`config.mk`:
```
export PLATFORM = sky130hd
export DESIGN_NAME = poly_pitch2dds
export DESIGN_NICKNAME = d
export VERILOG_FILES = /design/src/rtl/poly_pitch2dds.sv
export SDC_FILE = /design/constraint.sdc
export NUM_CORES = 2
export LEC_CHECK = 0
export BUFFER_PORTS_ARGS = -buffer_cell sky130_fd_sc_hd__buf_2
export CAP_MARGIN = 20
export CORE_MARGIN = 2
export CORE_UTILIZATION = 55
export CTS_CLUSTER_SIZE = 28
export DETAILED_ROUTE_END_ITERATION = 8
export PLACE_DENSITY_LB_ADDON = 0.25
export SLEW_MARGIN = 10
export SYNTH_ARGS = -nofsm -noshare
export SYNTH_HDL_FRONTEND = slang
export SYNTH_HIERARCHICAL = 1
export SYNTH_SLANG_ARGS = --single-unit
```
`constraint.sdc`:
```
create_clock -name CLK -period 17.06 [get_ports CLK]
set_clock_uncertainty 0.05 [all_clocks]
set_input_delay 0.853 -clock CLK [delete_from_list [all_inputs] [get_ports CLK]]
set_output_delay 0.853 -clock CLK [all_outputs]
set_load 0.02 [all_outputs]
```
`src/rtl/poly_pitch2dds.sv`:
```
// poly_pitch2dds: time-multiplexed note + pitch-wheel to DDS phase increment
// converter. One shared note2dds table serves all voices. A round-robin
// scheduler picks dirty voices, and a 5-cycle job computes and stores each
// voice's result. The job interpolates linearly between adjacent semitones.

// note2dds: semitone table with a registered output.
// T[n] = BASE[n mod 12] >> (10 - n div 12), where BASE holds octave 10 (MIDI
// 120..131) as DDS increments for a 50 MHz clock and a 32-bit phase
// accumulator.
module note2dds (
  input  logic        CLK,
  input  logic        RESET,
  input  logic [6:0]  addr,
  output logic [31:0] data
);

  logic [3:0]  octave;
  logic [3:0]  semi;
  logic [31:0] base;

  // Split the note into octave and semitone, then look up the top-octave value.
  always_comb begin
    octave = 4'(addr / 7'd12);
    semi   = 4'(addr % 7'd12);
    case (semi)
      4'd0:    base = 32'd719151;
      4'd1:    base = 32'd761914;
      4'd2:    base = 32'd807220;
      4'd3:    base = 32'd855219;
      4'd4:    base = 32'd906073;
      4'd5:    base = 32'd959951;
      4'd6:    base = 32'd1017033;
      4'd7:    base = 32'd1077509;
      4'd8:    base = 32'd1141581;
      4'd9:    base = 32'd1209463;
      4'd10:   base = 32'd1281381;
      default: base = 32'd1357577;
    endcase
  end

  // Register the value one cycle after the address is presented.
  always_ff @(posedge CLK or posedge RESET) begin
    if (RESET) data <= '0;
    else       data <= base >> (4'd10 - octave);
  end

endmodule

module poly_pitch2dds #(
  parameter int VOICES = 8,
  parameter int IDXW   = 3
) (
  input  logic                   CLK,
  input  logic                   RESET,
  input  logic [7*VOICES-1:0]    NOTE_BUS,
  input  logic [13:0]            PITCH,
  input  logic [3:0]             RANGE,
  output logic [32*VOICES-1:0]   ADDER_BUS,
  output logic                   UPD_STB,
  output logic [IDXW-1:0]        UPD_IDX,
  output logic                   BUSY
);

  typedef enum logic [2:0] {SCAN, FETCH0, FETCH1, ACC, STORE} state_t;

  state_t state, next_state;

  logic [6:0]  note_s  [VOICES];
  logic [13:0] pitch_s [VOICES];
  logic [3:0]  range_s [VOICES];
  logic [VOICES-1:0] valid;

  logic [6:0]  note_in [VOICES];
  logic [3:0]  range_c;
  logic [VOICES-1:0] dirty;
  logic            found;
  logic [IDXW-1:0] pick_idx;
  logic [IDXW-1:0] rr;
  logic [IDXW-1:0] cur;
  logic [IDXW-1:0] cur_next;

  logic signed [14:0] c;
  logic signed [19:0] prod;
  logic signed [12:0] b;
  logic signed [8:0]  hi;
  logic [7:0]         lo;
  logic signed [8:0]  n;
  logic signed [8:0]  n_p1;
  logic [6:0]         n0;
  logic [6:0]         n1;
  logic [6:0]         tab_addr;
  logic [31:0]        tab_data;
  logic [8:0]         w0;
  logic [8:0]         w1;
  logic [40:0]        acc;
  logic [32*VOICES-1:0] adder_q;

  // Unpack the note bus, clamp the range, and flag voices whose snapshot is stale.
  // NOTE: every variable written here gets a default before any conditional use; otherwise a latch is inferred.
  always_comb begin
    range_c = (RANGE > 4'd12) ? 4'd12 : RANGE;
    for (int v = 0; v < VOICES; v++) begin
      note_in[v] = NOTE_BUS[7*v +: 7];
      dirty[v]   = !valid[v] || (note_in[v] != note_s[v]) ||
                   (PITCH != pitch_s[v]) || (range_c != range_s[v]);
    end
  end

  // Round-robin pick: first dirty voice at or after rr, wrapping.
  always_comb begin
    found    = 1'b0;
    pick_idx = '0;
    for (int k = 0; k < VOICES; k++) begin
      if (!found && dirty[IDXW'((int'(rr) + k) % VOICES)]) begin
        found    = 1'b1;
        pick_idx = IDXW'((int'(rr) + k) % VOICES);
      end
    end
    cur_next = (pick_idx == IDXW'(VOICES - 1)) ? '0 : pick_idx + 1'b1;
  end

  // Next-state logic for the job sequencer.
  always_comb begin
    next_state = state;
    case (state)
      SCAN:    if (found) next_state = FETCH0;
      FETCH0:  next_state = FETCH1;
      FETCH1:  next_state = ACC;
      ACC:     next_state = STORE;
      STORE:   next_state = SCAN;
      default: next_state = SCAN;
    endcase
  end

  // Bend arithmetic from the current voice's snapshot only.
  always_comb begin
    c    = $signed({1'b0, pitch_s[cur]}) - 15'sd8192;
    prod = 20'(c) * 20'($signed({1'b0, range_s[cur]}));
    b    = 13'(prod >>> 5);
    hi   = {{4{b[12]}}, b[12:8]};
    lo   = b[7:0];
    n    = $signed({2'b00, note_s[cur]}) + hi;
    n_p1 = n + 9'sd1;
    n0   = n[8]    ? 7'd0 : (n[7]    ? 7'd127 : n[6:0]);
    n1   = n_p1[8] ? 7'd0 : (n_p1[7] ? 7'd127 : n_p1[6:0]);
    w1   = {1'b0, lo};
    w0   = 9'd256 - w1;
    tab_addr = (state == FETCH1) ? n1 : n0;
  end

  note2dds u_table (
    .CLK   (CLK),
    .RESET (RESET),
    .addr  (tab_addr),
    .data  (tab_data)
  );

  // State register, scheduler pointer, and per-voice snapshots.
  // NOTE: sequential state uses non-blocking assignments only, so all registers update together at the edge.
  // NOTE: the snapshot arrays are reset because their zero state is part of the defined post-reset behaviour.
  always_ff @(posedge CLK or posedge RESET) begin
    if (RESET) begin
      state <= SCAN;
      rr    <= '0;
      cur   <= '0;
      valid <= '0;
      for (int v = 0; v < VOICES; v++) begin
        note_s[v]  <= '0;
        pitch_s[v] <= '0;
        range_s[v] <= '0;
      end
    end else begin
      state <= next_state;
      if (state == SCAN && found) begin
        note_s[pick_idx]  <= note_in[pick_idx];
        pitch_s[pick_idx] <= PITCH;
        range_s[pick_idx] <= range_c;
        valid[pick_idx]   <= 1'b1;
        cur               <= pick_idx;
        rr                <= cur_next;
      end
    end
  end

  // Accumulate the two weighted table reads, then publish the result.
  always_ff @(posedge CLK or posedge RESET) begin
    if (RESET) begin
      acc     <= '0;
      adder_q <= '0;
      UPD_STB <= 1'b0;
      UPD_IDX <= '0;
    end else begin
      UPD_STB <= 1'b0;
      case (state)
        FETCH0: acc <= '0;
        FETCH1: acc <= acc + 41'(tab_data) * 41'(w0);
        ACC:    acc <= acc + 41'(tab_data) * 41'(w1);
        STORE: begin
          adder_q[32*cur +: 32] <= acc[39:8];
          UPD_STB <= 1'b1;
          UPD_IDX <= cur;
        end
        default: ;
      endcase
    end
  end

  assign ADDER_BUS = adder_q;
  assign BUSY      = (state != SCAN);

endmodule

```
# Yosys cells after proc, flatten, opt, wreduce, memory -nomap -nowiden
# Memory sizes are Yosys's and may differ from the RTL's.
# Cells that the tools add are included.
# W data, S select, Z words.
# totals
romBits	336
elab_cells	232
mem_count	1
regBits	550
in_bits	76
out_inout_bits	261
# memory_table
memory	words	width	read_ports	rd_ports_with_merged_regs	wr	line_no	source
(name not given)	16	21	1	0	0	25	case (semi)
# op_classes
bitwise	3
shift	3
div_mod_pow	2
reduce_logical	52
n_addsub	16
muxes	75
magnitude_cmp	14
eq_ne	30
mul	3
# ops
operator	n
$bwmux W256	1
$shift A32 B34 Y256 const A	1
$shiftx A32 B34 Y256	1
$pmux W41 S3	1
$bwmux W112	1
$ne A14 B14 Y1	8
$mux W7	10
$bwmux W56	1
$ne A7 B7 Y1	8
$bmux W14 S3	1
$bmux W7 S3	2
$demux W14 S3	1
$mux W14	3
$add A41 B40 Y41	1
$add A41 B41 Y41	1
$mul A32 B9 Y41	1
$lt A3 B5 Y1 const B	8
$mul A32 B8 Y40	1
$neg A8 Y34	1
$bwmux W32	1
$ne A4 B4 Y1	8
$shr A32 B4 Y32	1
$mux W3	10
$mux W1	26
other kinds (34)	100

# Depth between registers and ports, before layout
# logic_depth
depth_word	35
depth_mapped	50
depth_no_buf	42

# Modules after synthesis
# Netlist, hierarchy kept.
# modules_own_cells
mod	area_each_um2	cells_each	instances	seq_area_each_um2
poly_pitch2dds	44770.4	4472	1	12937.4
note2dds	4017.6	542	1	525.5

# Least setup slack after synthesis
# No wires, ideal clock.
# synth_timing
path_kind	flip-flop to flip-flop
start	reg cur[0]
end	reg acc[38]
required_time_ps	16875
setup_time_ps	135
path_buffers	6
path_stages_with_launch	44
path_slack_ps	5245
synth_period_minus_slack_ps	11815
arrival_ps	11630
cell_sequence	dfrtp_1 > buf_2 > buf_2 > buf_1 > buf_1 > mux4_2 > mux2i_1 > nor2_1 > ha_1 > inv_1 > fa_1 > inv_1 > fa_1 > ha_1 > or2_2 > a21oi_1 > a21oi_1 > xor2_1 > [... 8 more ...] > fa_1 > fa_1 > fa_1 > fa_1 > inv_1 > fa_1 > inv_1 > ha_1 > and4_1 > and3_1 > and3_1 > nand3_1 > a2111oi_0 > nor3b_1 > o31ai_1 > xor2_1 > a22oi_1 > o21ai_0
# synth_via
elab_chain_cells	10
elab_cells_between_ends	15
classes_between	4 x add/sub; 3 x mul; 7 x mux; 1 x bitwise
# synth_rtl
element	line_no	source
start: declaration	79	logic [IDXW-1:0] cur;
start signal: assignment	179	cur <= pick_idx;
$not A3 Y4 (not written as such) (*)	137, 138	
$bmux W14 S3	137	c = $signed({1'b0, pitch_s[cur]}) - 15'sd8192;
$mux W14 (not written as such) (2 in series)	137	
$sub A14 B14 Y15	137	
$mul A15 B5 Y18 (*)	138	prod = 20'(c) * 20'($signed({1'b0, range_s[cur]}));
$sub A9 B8 Y9	147	w0 = 9'd256 - w1;
$mul A32 B9 Y41	196	FETCH1: acc <= acc + 41'(tab_data) * 41'(w0);
$add A41 B41 Y41	196	
$pmux W41 S3 (*)	194	case (state)
end signal: assignment	196	
end signal: assignment	197	ACC: acc <= acc + 41'(tab_data) * 41'(w1);
end: declaration	95	logic [40:0] acc;
# Every way passes the cells marked *; elsewhere a longest branch is shown, timed or not. The select of a mux whose other input is x is not followed.
# A chain may end at the register's enable or synchronous reset.

# Final worst setup path
# layout_timing
start	reg cur[0]
end	reg acc[29]
# Same word-level chain as after synthesis.

==> results.yml <==
global_route:
  grt_overflow: 0
  grt_max_degree: 109
  grt_pass1_wl_um: 221000
  first_global_vias: 37318
  grt_usage: 0.312
  antenna_found_initial: 2
worst_setup_path:
  worst_ep_arrival_time_ns: 13.82
  r2r-end: "acc[29]"
  max_stage_delay_ns: 0.74
  path_common_cell: "fa_1"
  worstRegToRegCells: 43
  r2r_start: "cur[0]"
  required_ns: 17.55
  start_kind: "flop"
  cp_slowest_cell: "dfrtp_4"
  worst_setup_path_end_kind: "flop"
  crit_fanout: 36
  r2r_setup_slack_ns: 3.74
  setup.worst_path.class: "flop to flop"
routing:
  drt_iter0_markers: 3490
  dr.pass1.iters: 5
  vias_per_cell: 5.87
  vias: 37480
  drc: 0
  wire_per_inst_um: 21.9
  ant_nets: 0
  wl_um: 140000
sta:
  period_share: 0.781
  period_needed_ns: 13.32
  hold_viol: 0
  grt_setup_unrepaired: "no"
  slew_violations: 0
  setup_viol: 0
  tns_ns: 0
  worst_slew_pin_slew_ns: 1.16
  max_clock_freq_ghz: 0.0751
  slew_headroom: 0.224
die:
  row_count: 109
  die_area_um2: 91100
  die_x_um: 302
  ios: 337
  core-area_um2: 88100
  die_h_um: 302
  initial_core_util: 0.554
synthesis:
  syn_area_per_cell_um2: 9.73
  synthTopCellsByArea: "dfrtp_1 (28%), fa_1 (20%), nand2_1 (5.1%), ha_1 (4.5%), inv_1 (4.2%)"
  synth-seq-cells: 538
  netlist_area_um2: 48800
  async_flop_share: 1.00
  yosysTopAreaCell: "dfrtp_1"
  yosysSeqAreaShare: 0.276
  postSynthCellCount: 5014
  synthFlopType: "dfrtp_1"
  synth_edf_count: 0
  synth.top_cell.area_share: 0.276
  yosys_warnings: 6
  yosysUniqueCellTypes: 112
placed_design:
  gp_congestion: 0.933
  dp_hpwl_um: 107000
  port_buffers: 336
clock_network:
  cts_root_buffer: "clkbuf_16"
  cts_sinks: 538
  cts_inserted_buffers: 56
  post_cts.repair.setup_buffers: 0
  worstSkewPairLatency_ns: 0.69
  cts_buffer_depth: 3
  h-tree-depth: 2
  cts_hold_buf: 0
  path_clk_slew_ns: 0.07
  cts_tree: "built"
  ctsResizeCount: 0
final_layout:
  multi_input_area_um2: 32100
  area_growth_pct: 9.16
  n_fill_cell: 7515
  final_cell_mix: "nand2_1 (658), inv_1 (544), dfrtp_1 (536)"
  drive_gt1_frac: 0.155
  layout.nets: 5918
  final_common_cell: "nand2_1"
  layout.area.seq_um2: 13500
job:
  maxCapViolCount: 0
min_path:
  hold_path.class: "input pin to asynchronous set/reset pin"
status:
  status: "complete, no violations"
==> sequential cells by signal, summed over array words and instances (netlist names), named ones only <==
name and flops:
ADDER_BUS 256, UPD_IDX 3, UPD_STB 1, acc 40, cur 3, note_s 56, pitch_s 112, range_s 32
rr 2, state 3, u_table/data 21, valid 8
==> logic make-up (layout without fill, tap and decap cells) <==
kind of cell             count (synthesis)  in the layout  share of synthesized area
AO/OA/AOI/OAI                          826            826                      0.111
XOR/XNOR                               311            311                     0.0561
buffers and inverters                  854           1050                     0.0716
multiplexers                           314            314                     0.0863
other                                    1             12                  0.0000769
adder cells (fa/ha/maj)                668            668                      0.247
flip-flops                             538            538                      0.276
AND/OR/NAND/NOR                       1502           1502                      0.152
==> per-layer routing <==
metal | part of all wire | routed length, um | vias to the layer above | track usage
met5 | 0 | 0 | - | 0
met4 | 0.036 | 4980 | 0 | 0.100
met3 | 0.078 | 10900 | 238 | 0.0504
met2 | 0.46 | 64300 | 1533 | 0.488
met1 | 0.43 | 59500 | 18767 | 0.448
li1 | - | - | 16942 | -
==> critical path, delay by kind of cell, from the launching register on <==
kind,cells,cell delay [ns]
buffers and inverters,8,1.35
xor gates and xnor gates,3,0.45
muxes,2,1.22
DFF,1,0.74
adders and majority gates,10,4.46
AOI/OAI and AO/OA,12,2.46
and+or+nand+nor,8,2.38
==> cell usage after synthesis, drive strengths merged, types with 12 or more instances <==
library cell,number
o21bai,15
a22oi,28
fa,491
or3,16
o22ai,18
mux2,215
xor2,141
or2,27
nand3,52
a31oi,23
nand4,47
xnor2,170
a21o,57
a21boi,12
a21oi,109
nand2,659
clkbuf,214
and3,54
inv,545
dfrtp,538
mux2i,41
o221ai,13
and2,262
nor2,156
mux4,58
o31ai,57
a32oi,15
o211ai,22
a211oi,26
nor4,40
nor2b,33
ha,177
nand2b,72
buf,92
o21ai,324
nor3,39
==> final cells by class <==
type / instances / area share
clock inverters: 26 / 0.00665
repair buffers: 398 / 0.0410
flip-flops and latches: 538 / 0.253
multi-input cells: 3632 / 0.603
well taps: 1165 / 0.0274
inverters: 548 / 0.0388
clock buffers: 78 / 0.0303
diodes: 1 / 0.0000470
==> stage by stage <==
step           cell area (um2)  setup WS [ns]  std cells  hold WS [ns]   util
2_1_floorplan            48800           1.72       5024         0.380      -
3_3_place_gp             51200           3.62       6277         0.399  0.581
3_5_place_dp             51200           3.46       6277         0.396  0.581
4_1_cts                  53200           3.41       6381         0.323  0.604
5_1_grt                  53300           2.78       6386         0.196  0.604
6_report                 53300           3.74       6386         0.133  0.604
==> how the worst max path moves through the flow <==
stage          startpoint           end  slack, ns  depth (start not counted)
2_1_floorplan       RESET  ADDER_BUS[0]       1.72                          1
3_3_place_gp       cur[0]       acc[29]       3.62                         43
3_5_place_dp       cur[0]       acc[29]       3.46                         43
4_1_cts            cur[0]       acc[29]       3.41                         43
5_1_grt            cur[0]       acc[29]       2.78                         43
6_report           cur[0]       acc[29]       3.74                         43
Power is left out: the tool's default activity adds up to more than one toggle a clock period on the data nets, which glitch-free logic cannot reach.
